<file path="config.mk">
export PLATFORM = sky130hd
export DESIGN_NAME = bcd_counter_scan
export DESIGN_NICKNAME = d
export VERILOG_FILES = /design/src/rtl/bcd_counter_scan.sv
export SDC_FILE = /design/constraint.sdc
export NUM_CORES = 1
export LEC_CHECK = 0
export CORE_MARGIN = 5
export CORE_UTILIZATION = 51
export DETAILED_ROUTE_END_ITERATION = 12
export PLACE_DENSITY = 0.76
export SYNTH_ARGS = -nofsm -noshare
export SYNTH_HDL_FRONTEND = slang
export SYNTH_SLANG_ARGS = --single-unit
</file>
<file path="constraint.sdc">
create_clock -name clk -period 2.12 [get_ports clk]
set_input_delay 0.636 -clock clk [delete_from_list [all_inputs] [get_ports clk]]
set_output_delay 0.636 -clock clk [all_outputs]
set_load 0.05 [all_outputs]
</file>
<file path="src/rtl/bcd_counter_scan.sv">
// Four-digit up/down BCD counter with a multiplexed 7-segment scan driver.
// The prescaler and scan index run continuously, independent of counting and clearing.
module bcd_counter_scan #(
    parameter int REFRESH_DIV = 50000
) (
    input  logic        clk,
    input  logic        rst,
    input  logic        en,
    input  logic        up,
    input  logic        clr,
    input  logic        blank_lz,
    output logic [15:0] value,
    output logic        wrap,
    output logic [3:0]  bcd,
    output logic [3:0]  an
);

    localparam logic [19:0] PRESC_MAX = 20'(REFRESH_DIV - 1);

    logic [3:0]  d      [4];
    logic [3:0]  d_next [4];
    logic        carry;
    logic        wrap_next;
    logic [19:0] presc;
    logic [1:0]  idx;
    logic [3:0]  blank;

    // Ripple the carry/borrow through the digits; a carry out of d3 means the count wrapped.
    always_comb begin
        carry = 1'b1;
        for (int i = 0; i < 4; i++) begin
            d_next[i] = d[i];
            if (carry) begin
                if (up) begin
                    if (d[i] == 4'd9) begin
                        d_next[i] = 4'd0;
                    end else begin
                        d_next[i] = d[i] + 4'd1;
                        carry     = 1'b0;
                    end
                end else begin
                    if (d[i] == 4'd0) begin
                        d_next[i] = 4'd9;
                    end else begin
                        d_next[i] = d[i] - 4'd1;
                        carry     = 1'b0;
                    end
                end
            end
        end
        wrap_next = carry;
    end

    always_ff @(posedge clk) begin
        if (rst) begin
            for (int i = 0; i < 4; i++) d[i] <= 4'd0;
            wrap  <= 1'b0;
            presc <= 20'd0;
            idx   <= 2'd0;
        end else begin
            wrap <= 1'b0;
            if (clr) begin
                for (int i = 0; i < 4; i++) d[i] <= 4'd0;
            end else if (en) begin
                for (int i = 0; i < 4; i++) d[i] <= d_next[i];
                wrap <= wrap_next;
            end
            if (presc == PRESC_MAX) begin
                presc <= 20'd0;
                idx   <= idx + 2'd1;
            end else begin
                presc <= presc + 20'd1;
            end
        end
    end

    // A digit is blanked only when it and every digit above it are zero.
    always_comb begin
        blank[0] = 1'b0;
        blank[3] = blank_lz && (d[3] == 4'd0);
        blank[2] = blank[3] && (d[2] == 4'd0);
        blank[1] = blank[2] && (d[1] == 4'd0);
    end

    always_comb begin
        if (blank[idx]) begin
            an  = 4'b1111;
            bcd = 4'hF;
        end else begin
            an  = ~(4'b0001 << idx);
            bcd = d[idx];
        end
    end

    assign value = {d[3], d[2], d[1], d[0]};

endmodule

</file>
==> flow_summary.toml <==
[critical_path]
path_max_fanout = 7
crit_type = "reg2out"
required_ns = 1.48
end_kind = "output pin"
critPathCapture = "an[2]"
reg2reg_to = "d[3][1]"
crit_family = "compound AO/OA/AOI/OAI gates"
timing.rr.start = "d[0][0]"
reg2reg_setup_slack_ns = 0.19
crit_buf_inv = 3
worst-path-stages = 8
crit_slowest_cell = "dfxtp_4"
critPathArrivalTime_ns = 1.82
crit_top_cell = "buf_12"
ff2ff_path_depth = 4
startpoint = "d[2][1]"
max_stage_delay_ns = 0.36
critPathLaunchType = "flip-flop"
crit_chain = "inv_4 > ha_4 > nor3b_4 > a31oi_4 > a2bb2oi_4 > buf_12 > o21ai_4 > buf_12"

[timing]
whs_ns = 0.445
rsz0062_at_grt = "yes"
skew_ns = 0.00641
fin_crit_sh_pct = 116
fmax_mhz = 407
min_period_ns = 2.46
final.setup.tns_ns = -2.30
setup_viol = 7
slew_violations = 0
hold_viol = 0
fin_ws_ns = -0.338
tightestPinTransition_ns = 0.792
maxSlewHeadroom_pct = 47.2

[power_and_ir_drop]
switching_power_w = 0.000542
sw_frac_of_total_pct = 30.2
power.density_nw_per_um2 = 485
p_comb_share_pct = 24.4
p_seq_share_pct = 47.3
leakagePower_nw = 1.35
clkPwrFrac_pct = 28.2
ir_drop_mv = 0.430
p_int_w = 0.00125

[logic_synthesis]
netlist_area_um2 = 2740
postSynthCellCount = 316
avgSynthCellArea_um2 = 8.68
yosysMostFrequentCell = "dfxtp_1"
synth_ff_type = "dfxtp_1"
synthTopCellsByCount = "29 x dfxtp_1, 27 x nand2_1, 26 x nor2_1"
synth_top_area_share_pct = 21.2
synth.area.top_cells = "dfxtp_1 21%, edfxtp_1 13%, ha_1 4.1%"
ys_ff_latch = 41
yosysWarnings = 0
synth.largest_area_cell = "dfxtp_1"
async_reset_ff_share_pct = 0
synth_nets = 331
ys_types = 61
synth_edf_count = 12
yosysSeqAreaShare_pct = 34.3

[clock_tree]
postCtsHoldBufs = 0
cts_tree = "done"
cts_buffers = 5
clk_pin_slew_ns = 0.08
cts.path.max_buffers = 2
cts.sinks = 41
clock_latency_ns = 0.30
cts_root_buf = "clkbuf_8"
h-tree-depth = 2

[detailed_routing]
vias = 2529
firstDrtPassIters = 4
drt_wl_total_um = 6610
drtIter0Drc = 208
final_antenna_net_count = 0
drc = 0
routedWlPerCell_um = 15.1
vias_per_cell = 5.79

[floorplan]
start_util_pct = 53.0
core-area_um2 = 5170
pin_count = 31
dieArea_um2 = 6940
rows = 26
dieWidth_um = 83.3
die_y_um = 83.3

[layout]
multi_input_area_um2 = 1770
area_growth_pct = 35.0
nets = 381
seqCellArea_um2 = 951
antennaDiodeCount = 0
final_cell_area_um2 = 3700
nFillCells = 359
drive_above_1_share_pct = 26.2

[job]
drv_cap = 0

[global_route]
antenna_found_initial = 0
grt_pass1_vias = 2338
grt_usage_pct = 19.2
grt_max_degree = 25
grt_overflow = 0
grt_pass1_wl_um = 11200

[placement]
hpwl_um = 5030
pre_cts_slack_ns = -0.406
dpl_cell_area_um2 = 3580
gp_congestion = 0.841
portBuffers = 30

[run_status]
status = "finished, violations left"
violations = "setup timing"

[worst_hold_path]
hp-class = "reg2reg"
cell families after synthesis:
family          count (synthesis)  share of synthesized area (%)
compound gates                 71                           17.9
xor+xnor                       14                           4.47
fa+ha+maj                       9                           4.11
buf+inv                        37                           6.98
flops                          41                           34.3
mux                            12                           6.39
simple gates                  132                           25.9
layout by cell type (no fill, tap or decap), types with 3 or more instances in the layout:
cell | Yosys | layout
a211oi_1 | 3 | 3
a21oi_1 | 18 | 18
a31oi_1 | 4 | 3
and3_1 | 4 | 4
buf_12 | 1 | 19
buf_4 | 2 | 42
clkbuf_8 | 1 | 5
clkdlybuf4s50_1 | 0 | 5
dfxtp_1 | 29 | 25
edfxtp_1 | 12 | 12
ha_1 | 9 | 8
inv_1 | 13 | 11
mux2i_1 | 7 | 7
mux4_2 | 3 | 3
nand2_1 | 27 | 25
nand2b_1 | 5 | 5
nand3_1 | 18 | 18
nand3b_1 | 4 | 4
nand4_1 | 6 | 6
nor2_1 | 26 | 26
nor3_1 | 5 | 5
nor4_1 | 9 | 8
o211ai_1 | 3 | 3
o21ai_0 | 8 | 8
o21ai_1 | 7 | 4
o21ai_4 | 0 | 3
o21bai_4 | 0 | 4
o31ai_1 | 9 | 9
or3_1 | 3 | 3
or4_1 | 8 | 8
xnor2_1 | 11 | 11
xor2_1 | 3 | 3
worst register-to-register path: stages (launching register included):
cell and delay [ns]:
edfxtp_1 0.48, or3_4 0.44, a2111oi_4 0.36, nand4_1 0.21
nand2_2 0.16
registers in the layout, summed over array words and instances, names as in the netlist, named ones only:
signal,count
idx,2
d,16
presc,20
wrap,1
worst min path at each step:
stage	startpoint	end	slack (ns)	cells past startpoint
after floorplan	presc[0]	presc[0]	0.41	1
after global placement	presc[0]	presc[0]	0.43	1
after detailed placement	presc[0]	presc[0]	0.44	1
after CTS	presc[0]	presc[0]	0.45	1
after global routing	presc[0]	presc[0]	0.47	1
final	presc[0]	presc[0]	0.45	1
metal layers:
metal | GRT usage, % | routed length [µm] | vias up
li1 | - | - | 1271
met5 | 0 | 0 | -
met4 | 3.86 | 68 | 0
met3 | 4.06 | 331 | 7
met2 | 31.9 | 3120 | 62
met1 | 25.8 | 3090 | 1189
through the flow:
step | utilization, % | cells | power [W]
6_report | 71.6 | 437 | 0.00180
4_1_cts | 71.6 | 437 | 0.00180
5_1_grt | 71.6 | 437 | 0.00186
3_5_place_dp | 69.3 | 428 | 0.00130
3_3_place_gp | 69.3 | 428 | 0.00130
2_1_floorplan | - | 316 | 0.00115
power groups by stage:
stage	Sequential [W]	Combinational, W	Clock (W)
4_1_cts	0.000850	0.000440	0.000512
3_3_place_gp	0.000866	0.000430	0
5_1_grt	0.000853	0.000469	0.000542
2_1_floorplan	0.000916	0.000234	0
3_5_place_dp	0.000868	0.000437	0
6_report	0.000850	0.000439	0.000507
layout make-up:
class | instances | share of cell area [%]
multi-input cells | 238 | 47.8
flip-flops and latches | 41 | 25.7
repair buffers | 67 | 20.4
well taps | 70 | 2.36
clock buffers | 5 | 1.86
inverters | 13 | 1.45
clock inverters | 3 | 0.473
repair_timing:
action / 4_1_cts / 5_1_grt
pin swaps: 4 / 4
setup endpoints to repair: 15 / 11
gates resized for setup: 4 / 0
setup buffers: 1 / 0
Power figures use the tool's default switching activity.
